<file path="src/rtl/imem_loader_if.sv">
// -----------------------------------------------------------------------------
// imem_loader_if
// Byte-stream and instruction-RAM write-port bundle for the boot loader.
//   rx_valid / rx_data  : incoming framed byte stream (driven by the byte source)
//   rx_ready            : loader accepts the byte this cycle
//   wr_en / wr_addr /   : one-cycle RAM write strobe, word address and
//   wr_data               32-bit little-endian packed word
// Modports:
//   slave  - the loader side (consumes bytes, drives the RAM write port)
//   master - the byte source / RAM side (drives bytes, observes writes)
// -----------------------------------------------------------------------------
interface imem_loader_if #(
  parameter int ADDR_WIDTH = 7
);
  logic                  rx_valid;
  logic [7:0]            rx_data;
  logic                  rx_ready;
  logic                  wr_en;
  logic [ADDR_WIDTH-1:0] wr_addr;
  logic [31:0]           wr_data;

  modport slave (
    input  rx_valid, rx_data,
    output rx_ready, wr_en, wr_addr, wr_data
  );

  modport master (
    output rx_valid, rx_data,
    input  rx_ready, wr_en, wr_addr, wr_data
  );
endinterface

</file>
<file path="src/rtl/imem_loader.sv">
// -----------------------------------------------------------------------------
// imem_loader
// Boot-time instruction memory writer. Receives a framed byte stream
//   0xA5, N[7:0], N[15:8], N little-endian 32-bit words [, checksum]
// and writes the words to the instruction RAM from address 0 upward. The core
// is held (core_hold=1) until a complete, valid program has been loaded.
// Ports:
//   clk, rst_n  : clock, asynchronous active-low reset
//   start       : one-cycle arm pulse (ignored while busy)
//   bus         : imem_loader_if.slave (byte stream in, RAM write port out)
//   core_hold   : 1 = keep the core stalled
//   busy        : frame reception in progress
//   done/error  : program loaded / frame rejected, sticky until next start
// Optional feature: define LOADER_CHECKSUM_EN to require a trailing XOR
// checksum byte over all data bytes (state CHECK). Without it the frame ends
// after the last word and any trailing byte is left unconsumed.
// -----------------------------------------------------------------------------
module imem_loader #(
  parameter int ADDR_WIDTH     = 7,
  parameter int TIMEOUT_CYCLES = 1000000
) (
  input  logic             clk,
  input  logic             rst_n,
  input  logic             start,
  imem_loader_if.slave     bus,
  output logic             core_hold,
  output logic             busy,
  output logic             done,
  output logic             error
);

  localparam logic [3:0] S_IDLE   = 4'd0;
  localparam logic [3:0] S_SYNC   = 4'd1;
  localparam logic [3:0] S_LEN_LO = 4'd2;
  localparam logic [3:0] S_LEN_HI = 4'd3;
  localparam logic [3:0] S_DATA   = 4'd4;
  localparam logic [3:0] S_CHECK  = 4'd5;
  localparam logic [3:0] S_FIN    = 4'd6;  // last write in flight, no byte taken
  localparam logic [3:0] S_DONE   = 4'd7;
  localparam logic [3:0] S_ERR    = 4'd8;

  localparam int         TW        = $clog2(TIMEOUT_CYCLES + 1);
  localparam logic [16:0] MAX_WORDS = 17'(2 ** ADDR_WIDTH);

  logic [3:0]            state_r, state_nx_s;
  logic [7:0]            len_lo_r;
  logic [15:0]           len_r;
  logic [15:0]           word_cnt_r;
  logic [1:0]            byte_idx_r;
  logic [23:0]           shift_r;
  logic [TW-1:0]         to_cnt_r;
  logic                  rx_ready_r, wr_en_r;
  logic [ADDR_WIDTH-1:0] wr_addr_r;
  logic [31:0]           wr_data_r;
  logic                  core_hold_r, busy_r, done_r, error_r;

  logic                  accept_s, counting_s, timeout_s;
  logic                  word_end_s, last_word_s, len_bad_s, arm_s;
  logic [15:0]           len_s;

`ifdef LOADER_CHECKSUM_EN
  logic [7:0]            csum_r;

  function automatic logic [7:0] csum_next(input logic [7:0] acc, input logic [7:0] b);
    return acc ^ b;
  endfunction
`endif

  assign accept_s    = bus.rx_valid && rx_ready_r;
  assign counting_s  = (state_r == S_LEN_LO) || (state_r == S_LEN_HI) ||
                       (state_r == S_DATA)   || (state_r == S_CHECK);
  // Terminal count is hit on the idle cycle that would make the count TIMEOUT_CYCLES.
  assign timeout_s   = counting_s && !accept_s && (to_cnt_r == TW'(TIMEOUT_CYCLES - 1));
  assign word_end_s  = (byte_idx_r == 2'd3);
  assign last_word_s = ((word_cnt_r + 16'd1) == len_r);
  assign len_s       = {bus.rx_data, len_lo_r};
  assign len_bad_s   = (len_s == 16'd0) || ({1'b0, len_s} > MAX_WORDS);
  assign arm_s       = (state_nx_s == S_SYNC) && (state_r != S_SYNC);

  // Next-state decode of the frame FSM.
  always_comb begin
    state_nx_s = state_r;
    case (state_r)
      S_IDLE, S_DONE, S_ERR: begin
        if (start) state_nx_s = S_SYNC;
        else       state_nx_s = state_r;
      end
      S_SYNC: begin
        if (accept_s && (bus.rx_data == 8'hA5)) state_nx_s = S_LEN_LO;
        else                                    state_nx_s = S_SYNC;
      end
      S_LEN_LO: begin
        if (accept_s)       state_nx_s = S_LEN_HI;
        else if (timeout_s) state_nx_s = S_ERR;
        else                state_nx_s = S_LEN_LO;
      end
      S_LEN_HI: begin
        if (accept_s)       state_nx_s = len_bad_s ? S_ERR : S_DATA;
        else if (timeout_s) state_nx_s = S_ERR;
        else                state_nx_s = S_LEN_HI;
      end
      S_DATA: begin
        if (accept_s && word_end_s && last_word_s) begin
`ifdef LOADER_CHECKSUM_EN
          state_nx_s = S_CHECK;
`else
          state_nx_s = S_FIN;
`endif
        end else if (timeout_s) begin
          state_nx_s = S_ERR;
        end else begin
          state_nx_s = S_DATA;
        end
      end
`ifdef LOADER_CHECKSUM_EN
      S_CHECK: begin
        if (accept_s)       state_nx_s = (bus.rx_data == csum_r) ? S_DONE : S_ERR;
        else if (timeout_s) state_nx_s = S_ERR;
        else                state_nx_s = S_CHECK;
      end
`endif
      S_FIN:   state_nx_s = S_DONE;
      default: state_nx_s = S_ERR;
    endcase
  end

  // State, status outputs and timeout counter; status is decoded from next state so it is registered.
  always_ff @(posedge clk or negedge rst_n) begin
    if (!rst_n) begin
      state_r     <= S_IDLE;
      rx_ready_r  <= 1'b0;
      busy_r      <= 1'b0;
      done_r      <= 1'b0;
      error_r     <= 1'b0;
      core_hold_r <= 1'b1;
      to_cnt_r    <= '0;
    end else begin
      state_r     <= state_nx_s;
      rx_ready_r  <= (state_nx_s == S_SYNC) || (state_nx_s == S_LEN_LO) ||
                     (state_nx_s == S_LEN_HI) || (state_nx_s == S_DATA) ||
                     (state_nx_s == S_CHECK);
      busy_r      <= (state_nx_s != S_IDLE) && (state_nx_s != S_DONE) &&
                     (state_nx_s != S_ERR);
      done_r      <= (state_nx_s == S_DONE);
      error_r     <= (state_nx_s == S_ERR);
      core_hold_r <= (state_nx_s != S_DONE);
      if (accept_s || !counting_s) to_cnt_r <= '0;
      else                         to_cnt_r <= to_cnt_r + TW'(1);
    end
  end

  // Length capture, byte packing and RAM write port.
  always_ff @(posedge clk or negedge rst_n) begin
    if (!rst_n) begin
      len_lo_r   <= 8'd0;
      len_r      <= 16'd0;
      word_cnt_r <= 16'd0;
      byte_idx_r <= 2'd0;
      shift_r    <= 24'd0;
      wr_en_r    <= 1'b0;
      wr_addr_r  <= '0;
      wr_data_r  <= 32'd0;
    end else begin
      wr_en_r <= accept_s && (state_r == S_DATA) && word_end_s;
      if (arm_s) begin
        word_cnt_r <= 16'd0;
        byte_idx_r <= 2'd0;
        wr_addr_r  <= '0;
      end else begin
        // Advance only while more words follow, so a full RAM never wraps to 0.
        if (wr_en_r && (state_r == S_DATA)) wr_addr_r <= wr_addr_r + ADDR_WIDTH'(1);
        if (accept_s && (state_r == S_LEN_LO)) len_lo_r <= bus.rx_data;
        if (accept_s && (state_r == S_LEN_HI)) len_r <= len_s;
        if (accept_s && (state_r == S_DATA)) begin
          byte_idx_r <= byte_idx_r + 2'd1;
          if (word_end_s) begin
            wr_data_r  <= {bus.rx_data, shift_r};
            word_cnt_r <= word_cnt_r + 16'd1;
          end else begin
            shift_r <= {bus.rx_data, shift_r[23:8]};
          end
        end
      end
    end
  end

`ifdef LOADER_CHECKSUM_EN
  // Running XOR of the data bytes of the current frame.
  always_ff @(posedge clk or negedge rst_n) begin
    if (!rst_n) begin
      csum_r <= 8'd0;
    end else if (arm_s) begin
      csum_r <= 8'd0;
    end else if (accept_s && (state_r == S_DATA)) begin
      csum_r <= csum_next(csum_r, bus.rx_data);
    end else begin
      csum_r <= csum_r;
    end
  end
`endif

  assign bus.rx_ready = rx_ready_r;
  assign bus.wr_en    = wr_en_r;
  assign bus.wr_addr  = wr_addr_r;
  assign bus.wr_data  = wr_data_r;
  assign core_hold    = core_hold_r;
  assign busy         = busy_r;
  assign done         = done_r;
  assign error        = error_r;

endmodule

</file>
<file path="src/flat_wrapper.sv">
// flat-port wrapper written by rule: the top's interface ports become plain ports
module imem_loader_flat 
#(
  parameter int ADDR_WIDTH     = 7,
  parameter int TIMEOUT_CYCLES = 1000000
)
  (clk, rst_n, start, core_hold, busy, done, error, bus_rx_valid, bus_rx_data, bus_rx_ready, bus_wr_en, bus_wr_addr, bus_wr_data);
  imem_loader_if #(.ADDR_WIDTH(ADDR_WIDTH)) bus_i ();
  input  logic clk;
  input  logic rst_n;
  input  logic start;
  output logic core_hold;
  output logic busy;
  output logic done;
  output logic error;
  input wire logic [$bits(bus_i.rx_valid)-1:0] bus_rx_valid;
  input wire logic [$bits(bus_i.rx_data)-1:0] bus_rx_data;
  output wire logic [$bits(bus_i.rx_ready)-1:0] bus_rx_ready;
  output wire logic [$bits(bus_i.wr_en)-1:0] bus_wr_en;
  output wire logic [$bits(bus_i.wr_addr)-1:0] bus_wr_addr;
  output wire logic [$bits(bus_i.wr_data)-1:0] bus_wr_data;
  assign bus_i.rx_valid = bus_rx_valid;
  assign bus_i.rx_data = bus_rx_data;
  assign bus_rx_ready = bus_i.rx_ready;
  assign bus_wr_en = bus_i.wr_en;
  assign bus_wr_addr = bus_i.wr_addr;
  assign bus_wr_data = bus_i.wr_data;
  imem_loader #(.ADDR_WIDTH(ADDR_WIDTH), .TIMEOUT_CYCLES(TIMEOUT_CYCLES)) u_core (.clk(clk), .rst_n(rst_n), .start(start), .bus(bus_i), .core_hold(core_hold), .busy(busy), .done(done), .error(error));
endmodule
</file>
<file path="config.mk">
export PLATFORM = sky130hd
export DESIGN_NAME = imem_loader_flat
export DESIGN_NICKNAME = d
export VERILOG_FILES = /design/src/rtl/imem_loader_if.sv /design/src/rtl/imem_loader.sv /design/src/flat_wrapper.sv
export SDC_FILE = /design/constraint.sdc
export NUM_CORES = 1
export LEC_CHECK = 0
export CORE_MARGIN = 2
export CORE_UTILIZATION = 62
export CTS_BUF_LIST = sky130_fd_sc_hd__clkbuf_16
export DETAILED_ROUTE_END_ITERATION = 7
export PLACE_DENSITY = 0.85
export SYNTH_ARGS = -nofsm -noshare
export SYNTH_HDL_FRONTEND = slang
export SYNTH_SLANG_ARGS = --single-unit
</file>
<file path="constraint.sdc">
create_clock -name clk -period 4.29 [get_ports clk]
set_input_delay 0.858 -clock clk [delete_from_list [all_inputs] [get_ports clk]]
set_output_delay 0.858 -clock clk [all_outputs]
set_load 0.01 [all_outputs]
</file>
-- Word level (Yosys, flattened, before mapping)
Cells that the tools add are included.
- magnitude comparators: 1
- bitwise operators: 2
- eq/ne operators: 22
- reductions and logical operators: 37
- muxes and demuxes: 18
- $add $sub $neg: 4
- operator list (operator ; count):
    16-bit 2-to-1 mux ; 3
    4-bit 2-to-1 mux ; 8
    4-bit by 3-bit == test with 1-bit output (second input constant) ; 7
    4-bit one-hot mux with 6 select lines ; 1
    20-bit by 1-bit adder with 20-bit output (second input constant) ; 1
    20-bit == test (second input constant) ; 1
    20-bit 2-to-1 mux ; 1
    16-bit by 1-bit adder with 16-bit output (second input constant) ; 1
    16-bit == test ; 1
    4-bit by 2-bit == test with 1-bit output (second input constant) ; 4
    16-bit by 8-bit greater-than comparator with 1-bit output (second input constant) ; 1
    16-bit zero test ; 1
    1-bit logical AND ; 14
    7-bit 2-to-1 mux ; 2
    1-bit logical OR ; 9
    4-bit by 1-bit == test with 1-bit output (second input constant) ; 2
    4-bit == test (second input constant) ; 2
    8-bit == test (second input constant) ; 1
    7-bit by 1-bit adder with 7-bit output (second input constant) ; 1
    2-bit 2-to-1 mux ; 3
    2-bit AND reduction ; 3
    3-bit AND reduction ; 2
    2-bit nonzero test ; 3
    4-bit zero test ; 1
    9 further kinds ; 11
- bits of input ports: 12
- register bits: 135
- output and inout port bits: 45
- logic and storage cells: 99

-- Depth between registers and ports, before layout
Gate-level depths: netlist of the first run.
- word-level depth: 14
- mapped depth: 9
- gate-level depth less buffers: 7

-- Least setup slack after synthesis of the first run
OpenSTA, ideal clock, no wires.
- kind: input -> register
- start point: in bus_rx_valid
- end point: reg u_core.word_cnt_r[2]
- slack: 1844 ps
- library setup time: 126 ps
- path buffers: 0
- data required time: 4164 ps
- cell stages on the path: 6
- arrival: 2320 ps
- cell sequence: a21oi_1 and4_1 a211o_1 a2111oi_4 nor2_2 a221o_1
- longest elaborated chain between the ends: 11
- elaborated cells on any way between the ends: 22
- those cells by class: 1 x eq/ne; 9 x mux; 12 x reduce/logical
- ends and longest elaborated chain (item ; RTL line ; text):
    start, declared ; flat_wrapper.sv:16 ; input wire logic [$bits(bus_i.rx_valid)-1:0] bus_rx_valid;
    1-bit logical AND * ; imem_loader.sv:69 ; assign accept_s = bus.rx_valid && rx_ready_r;
    1-bit zero test ; imem_loader.sv:73 ; assign timeout_s = counting_s && !accept_s && (to_cnt_r == TW'(TIMEOUT_CYCLES - 1));
    1-bit logical AND (2 in series) ; imem_loader.sv:73 ;
    4-bit 2-to-1 mux (on tied branches) ; imem_loader.sv:99, imem_loader.sv:94, imem_loader.sv:109 ;
    4-bit 2-to-1 mux (on tied branches) ; imem_loader.sv:98, imem_loader.sv:93, imem_loader.sv:103 ;
    4-bit one-hot mux with 6 select lines ; imem_loader.sv:83 ; case (state_r)
    4-bit by 1-bit == test with 1-bit output ; imem_loader.sv:78 ; assign arm_s = (state_nx_s == S_SYNC) && (state_r != S_SYNC);
    1-bit logical AND ; imem_loader.sv:78 ;
    2-bit nonzero test (no line) ; n/a ;
    2-bit AND reduction (no line) ; n/a ;
    end signal, assigned ; imem_loader.sv:178 ; word_cnt_r <= word_cnt_r + 16'd1;
    end, declared ; imem_loader.sv:48 ; logic [15:0] word_cnt_r;
Every way passes the cells marked *; elsewhere a longest branch is shown, timed or not.
A chain may end at the register's enable or synchronous reset.

-- Worst setup path in the final report of the first run
Ends and elaborated chain as after synthesis.

==> results.toml, run 1 <==
[logic_synthesis]
avgSynthCellArea_um2 = 10.4
yosysWarnings = 0
synth.top_cell.area_share = 0.530
syn_area_um2 = 6330
synthArstFlopShare = 1.00
ys_top_cells_by_area = "dfrtp_1, mux2_2, nand2_1"
synth_flop_cell = "dfrtp_1"
synth_top_cell_by_area = "dfrtp_1"
ys_ff_latch = 135
seq_area_frac_synth = 0.534
synth-edff-count = 0
yosysUniqueCellTypes = 56
syn_nets = 627
synth_cells = 611

[job]
drv_cap = 0

[sta]
final.min_clock_period_ps = 3150
worst_pin_slew_ps = 1050
fmax_mhz = 318
rsz0062_at_grt = "no"
setup_violations = 0
fin_setup_tns_ps = 0
worst_slew_margin_rel = 0.288
hold_viol = 0
fin_crit_sh = 0.733
fin_skew_ps = 10.4
final_max_slew_viol_count = 0

[clocking]
cts_tree = "done"
root_buffer = "clkbuf_16"
post_cts_buffers = 0
holdBufCountCts = 0
htreeDepth = 4
cts_max_path_buffers = 2
clk_latency_ps = 420
post_cts_resized = 0
clk_pin_slew_ps = 60
cts_inserted_buffers = 17
cts_sinks = 135

[critical_path]
cp_max_fo = 13
critPathLaunch = "bus_rx_valid"
r2r_setup_slack_ps = 1340
regToRegStartpoint = "u_core.word_cnt_r[4]"
r2r_cells = 6
path_cells = "clkdlybuf4s50_1 -> a21oi_1 -> and4_1 -> a211o_1 -> a2111oi_4 -> nor2_2 -> a221o_1"
cp-end-kind = "flip-flop"
critical_path_class = "in -> reg"
critPathSlowestCell = "a2111oi_4"
required_ps = 4600
critical_path.startpoint_type = "input port"
arrival_ps = 3450
regToRegEndpoint = "u_core.state_r[1]"
cp_slowest_stage_delay_ps = 810

[grt]
grt_remaining_overflow = 0
antenna_found_initial = 0
grt_pass1_vias = 4874
grt_usage = 0.290
grt_first_pass_wirelength_mm = 24.9
grt_max_degree = 73

[die]
die_area_um2 = 11000
ios = 57
initial_utilization = 0.642
die_w_um = 105
design.core.area_um2 = 9860
fp.dieH_um = 105
rows = 36

[final_layout]
fill_cells = 598
n_antenna_cell = 0
multi_input_area_um2 = 2800
finalNonFillerCells = 809
area_growth_pct = 20.1
finalNetCount = 679
seq_area_um2 = 3380
drive_gt1_frac = 0.143

[power]
leakagePower_nw = 3.61
powerDensity_nw_per_um2 = 421
peakVddDrop_mv = 0.284

[routing]
antenna_left = 0
drt_iter0_markers = 270
drt_first_pass_iters = 5
vias = 4900
finalWirelength_mm = 15.1
via_per_inst = 6.06
drc = 0
wl_per_cell_um = 18.6

[status]
status = "finished clean"

[placement]
dpl.cell_count = 777
gp_congestion = 0.875
hpwlAfterDp_mm = 9.70
io_buffers = 56

[worst_hold_path]
hp-start = "u_core.shift_r[1]"
hold_depth = 2
min_path_type = "reg -> reg"
hold_end = "u_core.bus.wr_data[1]"
[layer usage]
layer / vias to the layer above / wire [um] / GRT usage / share of wire
met1: 2474 / 6550 / 0.392 / 0.43
met3: 24 / 906 / 0.0724 / 0.060
met5: - / 0 / 0 / 0
met2: 180 / 7350 / 0.458 / 0.49
li1: 2222 / - / - / -
met4: 0 / 265 / 0.105 / 0.018
[state kept, by name, summed over array words and instances (netlist names)]
signal	flops
u_core.done	1
u_core.bus.wr_data	32
u_core.len_r	16
u_core.error	1
u_core.core_hold	1
u_core.len_lo_r	8
u_core.to_cnt_r	20
u_core.byte_idx_r	2
u_core.state_r	4
u_core.busy	1
u_core.word_cnt_r	16
u_core.bus.wr_en	1
u_core.shift_r	24
u_core.bus.wr_addr	7
u_core.bus.rx_ready	1
[worst max path at each step]
stage	end	slack [ps]	cells after the start
floorplan	u_core.word_cnt_r[2]	1840	6
global placement	u_core.word_cnt_r[2]	780	7
detailed placement	u_core.word_cnt_r[2]	720	7
CTS	u_core.word_cnt_r[2]	1150	7
global route	u_core.word_cnt_r[2]	960	6
finish	u_core.word_cnt_r[2]	1140	7
[logic make-up (layout without fill, tap and decap cells)]
group / after synthesis / count (layout) / share of synthesized area
AO/OA/AOI/OAI: 59 / 59 / 0.0650
buffers and inverters: 34 / 99 / 0.0241
flip-flops: 135 / 135 / 0.534
AND/OR/NAND/NOR: 284 / 284 / 0.218
XOR/XNOR: 45 / 45 / 0.0623
multiplexers: 50 / 50 / 0.0885
adder cells (fa/ha/maj): 4 / 4 / 0.00791
[report_power, final]
part | switching (mW) | total, mW | internal (mW)
combinational | 0.142 | 0.274 | 0.131
clock | 0.572 | 1.55 | 0.975
sequential | 0.0566 | 1.38 | 1.33
[placed cells by master, fill, tap and decap left out, types with 4 or more instances in the layout]
cell and n:
nor3_1 10, nor4b_1 6, mux2_2 48, o21ai_0 13, nand3_1 23, xor2_1 28
nand4_1 9, clkbuf_16 17, bufinv_16 4, and4_1 7, nand2_1 131, nor4_1 9
xnor2_1 17, nand2b_1 4, buf_4 9, a211o_1 7, a31oi_1 8, or3_1 5
inv_1 4, clkdlybuf4s50_1 55, and3_1 13, inv_6 4, dfrtp_1 134, nor2_1 42
ha_1 4, nor2b_1 6, a21oi_1 12
[cell usage after synthesis (2+ instances only)]
cell      count
and3_1       13
or3_1         5
nor3b_1       2
buf_4         3
mux2i_1       2
buf_2        11
o22ai_1       2
ha_1          4
a211oi_1      3
nand4_1       9
xor2_1       28
a21oi_1      12
nor2b_1       6
xnor2_1      17
mux2_2       48
nor4b_1       6
nand2_1     131
dfrtp_1     134
nor3_1       10
nand2b_1      4
nor4_1        9
o21ai_0      13
inv_1         3
clkbuf_1     17
nor2_1       43
o32ai_1       2
or4_1         2
a211o_1       7
and4_1        7
and2_1        3
a31oi_1       8
nand3_1      23
[critical path, delay by kind of cell]
kind | cells | cell delay [ps]
simple gates | 2 | 450
compound gates | 4 | 1640
buf+inv | 1 | 490
[cell type report]
| class | instances | share of cell area |
|---|---|---|
| Timing Repair Buffer | 64 | 0.0813 |
| Multi-Input combinational cell | 442 | 0.368 |
| Sequential cell | 135 | 0.445 |
| Tap cell | 133 | 0.0219 |
| Clock buffer | 17 | 0.0560 |
| Clock inverter | 15 | 0.0263 |
| Inverter | 3 | 0.00148 |
[stage by stage]
step	hold slack [ps]	instance area (um2)	setup slack, ps	utilization	total power [mW]
2_1_floorplan	435	6330	1840	-	1.54
3_3_place_gp	450	6980	785	0.707	1.67
3_5_place_dp	459	6980	720	0.707	1.67
4_1_cts	473	7600	1150	0.771	3.21
5_1_grt	484	7600	956	0.771	3.31
6_report	472	7600	1140	0.771	3.20
(Power assumes the default switching activity.)
==> inputs of run 2 (changes only) <==
Settings changed: CORE_UTILIZATION 62 to 58, PLACE_DENSITY 0.85 to 0.8.
Clock period 4.29 ns to 3.1 ns, I/O delays scaled along.
==> results.toml, run 2 (synthesis results as in run 1) <==
[status]
status = "finished clean"

[clocking]
cts_max_path_buffers = 2
cts_sinks = 135
root_buffer = "clkbuf_16"
post_cts_resized = 0
post_cts_buffers = 0
clk_pin_slew_ps = 60
htreeDepth = 4
cts_inserted_buffers = 17
holdBufCountCts = 0
clk_latency_ps = 420
cts_tree = "done"

[worst_hold_path]
min_path_type = "in -> async"

[power]
powerDensity_nw_per_um2 = 558
p_total_mw = 4.27
peakVddDrop_mv = 0.525
leakagePower_nw = 3.65

[sta]
layout_setup_ws_ps = 436
fmax_mhz = 375
fin_crit_sh = 0.859
worst_slew_margin_rel = 0.435
final.min_clock_period_ps = 2660
final_max_slew_viol_count = 0
fin_setup_tns_ps = 0
hold_ws_ps = 141
rsz0062_at_grt = "no"
setup_violations = 0
hold_viol = 0
fin_skew_ps = 11.8
worst_pin_slew_ps = 836

[job]
drv_cap = 0

[critical_path]
arrival_ps = 2970
crit_family = "simple AND/OR/NAND/NOR gates"
cp_max_fo = 11
critPathSlowestCell = "or4_1"
required_ps = 3400
cp-end-kind = "flip-flop"
cp_slowest_stage_delay_ps = 680
path_cells = "nand3_1 -> or4_1 -> and3_1 -> o2111ai_1 -> nor4_1 -> buf_4 -> or3b_1"
critical_path.startpoint_type = "flip-flop"
worstPathBufferInverterCount = 1
critical_path_class = "reg -> reg"

[final_layout]
final_cell_mix = "dfrtp_1, nand2_1, clkdlybuf4s50_1, mux2_2, nor2_1"
final_common_cell = "dfrtp_1"
fill_cells = 803
n_antenna_cell = 0
drive_gt1_frac = 0.157
finalNetCount = 689
area_growth_pct = 21.0
final_area_um2 = 7660
largest_reg_flops = 32

[routing]
vias = 4813
via_per_inst = 5.83
drt_iter0_markers = 345
drc = 0
drt_first_pass_iters = 5
finalWirelength_mm = 14.4
antenna_left = 0
wl_per_cell_um = 17.4

[grt]
grt_pass1_vias = 4812
grt_max_degree = 51
antenna_found_initial = 0
grt_usage = 0.268
grt_first_pass_wirelength_mm = 24.2
grt_remaining_overflow = 0

[die]
die_area_um2 = 11800
die_w_um = 108
initial_utilization = 0.589
rows = 38
ios = 57
fp.dieH_um = 108
design.core.area_um2 = 10700

[placement]
io_buffers = 56
hpwlAfterDp_mm = 9.52
placed_area_um2 = 7080
gp_congestion = 0.841
dp_worst_setup_slack_ps = 164
==> run 2: per-stage QoR <==
stage           util  std cells
3_3_place_gp   0.659        794
5_1_grt        0.713        826
3_5_place_dp   0.659        794
4_1_cts        0.713        826
2_1_floorplan      -        611
6_report       0.713        826
==> run 2: final cells by class <==
class | instances | area [um2] | share of cell area
clock buffers | 17 | 425 | 0.0555
clock inverters | 15 | 153 | 0.0199
inverters | 3 | 11.3 | 0.00147
multi-input cells | 442 | 2810 | 0.366
flip-flops and latches | 135 | 3380 | 0.441
well taps | 140 | 175 | 0.0229
repair buffers | 74 | 709 | 0.0926
==> run 2: per-layer routing <==
metal,wire [um],track usage,up-vias
li1,-,-,2241
met1,6310,0.359,2385
met2,6940,0.415,159
met3,819,0.0759,28
met4,295,0.107,0
met5,0,0,-
==> run 2: worst paths after layout <==
kind	start	slack [ps]	depth (start not counted)	to
setup / recovery	u_core.word_cnt_r[5]	440	7	u_core.state_r[1]
hold / removal	rst_n	140	1	u_core.error
setup reg to reg	u_core.word_cnt_r[5]	440	7	u_core.state_r[1]
hold reg to reg	u_core.shift_r[5]	470	2	u_core.bus.wr_data[5]
max in group asynchronous	rst_n	2260	2	u_core.bus.wr_data[24]
min in group clk	u_core.shift_r[5]	470	2	u_core.bus.wr_data[5]
==> run 2: worst register-to-register path, stage by stage, from the launching register on <==
cell,delay [ps]
dfrtp_1,520
nand3_1,370
or4_1,680
and3_1,230
o2111ai_1,200
nor4_1,80
buf_4,140
or3b_1,330
==> run 2: where the power goes <==
group | total, mW | leakage [nW] | internal (mW) | switching [mW]
clock network | 1.97 | 0.285 | 1.19 | 0.787
logic | 0.388 | 1.50 | 0.194 | 0.194
registers | 1.91 | 1.87 | 1.83 | 0.0794
total | 4.27 | 3.65 | 3.21 | 1.06
==> inputs of run 3 (changes only) <==
Settings changed: CAP_MARGIN set to 40, CORE_UTILIZATION 58 to 52, PLACE_DENSITY 0.8 to 0.76.
Clock period 3.1 ns to 2.4 ns, I/O delays scaled along.
==> results.toml, run 3 (synthesis results as in run 1) <==
[status]
status = "finished clean"

[power]
comb_power_share = 0.107
p_switching_mw = 1.43
p_int_mw = 4.23
p_clk_frac = 0.461
powerDensity_nw_per_um2 = 700
leakagePower_nw = 3.88
power_frac_seq = 0.432
peakVddDrop_mv = 0.572
switching_share = 0.252

[final_layout]
final_core_util = 0.676
final_area_um2 = 8090
largest_reg_flops = 32
final_cell_mix = "nand2_1, dfrtp_1, buf_4, clkdlybuf4s50_1, mux2_2"
finalNonFillerCells = 877
final_common_cell = "nand2_1"
drive_gt1_frac = 0.225
n_antenna_cell = 0
finalNetCount = 733
area_growth_pct = 27.7

[clocking]
clk_pin_slew_ps = 60
root_buffer = "clkbuf_16"
holdBufCountCts = 0
cts_sinks = 135
clk_latency_ps = 420
cts_tree = "done"
cts_inserted_buffers = 17
htreeDepth = 4
cts_max_path_buffers = 2

[job]
drv_cap = 0

[die]
die_area_um2 = 13100
rows = 40
ios = 57
initial_utilization = 0.529
design.core.area_um2 = 12000
die_w_um = 114
fp.dieH_um = 114

[placement]
hpwlAfterDp_mm = 10.1
io_buffers = 56
placed_area_um2 = 7400
gp_congestion = 0.983
dpl.cell_count = 841

[sta]
worst_slew_margin_rel = 0.508
final_max_slew_viol_count = 0
setup_violations = 0
fmax_mhz = 418
hold_ws_ps = 110
worst_pin_slew_ps = 739
final.min_clock_period_ps = 2390
rsz0062_at_grt = "yes"
hold_viol = 0
fin_setup_tns_ps = 0
fin_crit_sh = 0.996
fin_skew_ps = 8.77

[grt]
grt_max_degree = 136
grt_first_pass_wirelength_mm = 24.4
antenna_found_initial = 0
grt_remaining_overflow = 0
grt_usage = 0.240
grt_pass1_vias = 4890

[critical_path]
critical_path_class = "reg -> reg"
cp-end-kind = "flip-flop"
cp_max_fo = 7
regToRegStartpoint = "u_core.to_cnt_r[10]"
regToRegEndpoint = "u_core.word_cnt_r[9]"
r2r_cells = 7
required_ps = 2740
arrival_ps = 2730
critical_path.startpoint_type = "flip-flop"
r2r_setup_slack_ps = 9

[routing]
drc = 0
vias = 4947
finalWirelength_mm = 14.8
wl_per_cell_um = 16.9
drt_iter0_markers = 352
antenna_left = 0
via_per_inst = 5.64
drt_first_pass_iters = 5

[worst_hold_path]
min_path_type = "in -> async"
==> run 3: final cells by class <==
type / instances / area, um2
fill: 842 / 3870
sequential: 135 / 3380
multi-input combinational: 442 / 2860
timing repair buffer: 118 / 1060
clock buffer: 17 / 425
tap: 147 / 184
clock inverter: 15 / 165
inverter: 3 / 11.3
==> run 3: power by group through the flow <==
stage / Clock, mW / Combinational, mW / Sequential [mW]
6_report: 2.61 / 0.606 / 2.45
3_5_place_dp: 0 / 0.578 / 2.49
2_1_floorplan: 0 / 0.264 / 2.49
4_1_cts: 2.64 / 0.584 / 2.45
5_1_grt: 2.76 / 0.661 / 2.46
3_3_place_gp: 0 / 0.565 / 2.48
==> run 3: layer usage <==
layer  part of all wire  vias to the layer above  wire (um)  track usage
met1               0.45                     2452       6660        0.325
met5                  0                        -          0            0
met4              0.014                        0        207       0.0902
li1                   -                     2337          -            -
met3              0.046                       15        685       0.0508
met2               0.49                      143       7290        0.384
==> run 3: how the worst max path moves through the flow <==
stage	startpoint	to	cells past startpoint
finish	u_core.to_cnt_r[10]	u_core.word_cnt_r[9]	7
detailed placement	bus_rx_valid	u_core.word_cnt_r[9]	8
CTS	u_core.to_cnt_r[11]	u_core.word_cnt_r[6]	7
floorplan	u_core.to_cnt_r[11]	u_core.word_cnt_r[2]	6
global route	u_core.to_cnt_r[10]	u_core.word_cnt_r[9]	7
global placement	bus_rx_valid	u_core.word_cnt_r[9]	8
==> run 3: critical path: stages (launching register included) <==
cell       delay [ps]
dfrtp_1           380
or4b_4            560
nor4_4            380
a211o_1           240
a2111oi_4         100
buf_4             180
or2_4             290
a31oi_1           180
==> run 3: repair_timing <==
action | 4_1_cts | 5_1_grt
setup buffers | 0 | 4
gates resized for setup | 1 | 14
setup endpoints to repair | 1 | 10
pin swaps | 0 | 12
==> run 3: metrics by stage <==
stage / setup slack [ps] / power [mW]
2_1_floorplan: 183 / 2.76
3_3_place_gp: -238 / 3.05
3_5_place_dp: -296 / 3.07
4_1_cts: 2.40 / 5.68
5_1_grt: -80.3 / 5.88
6_report: 8.70 / 5.66
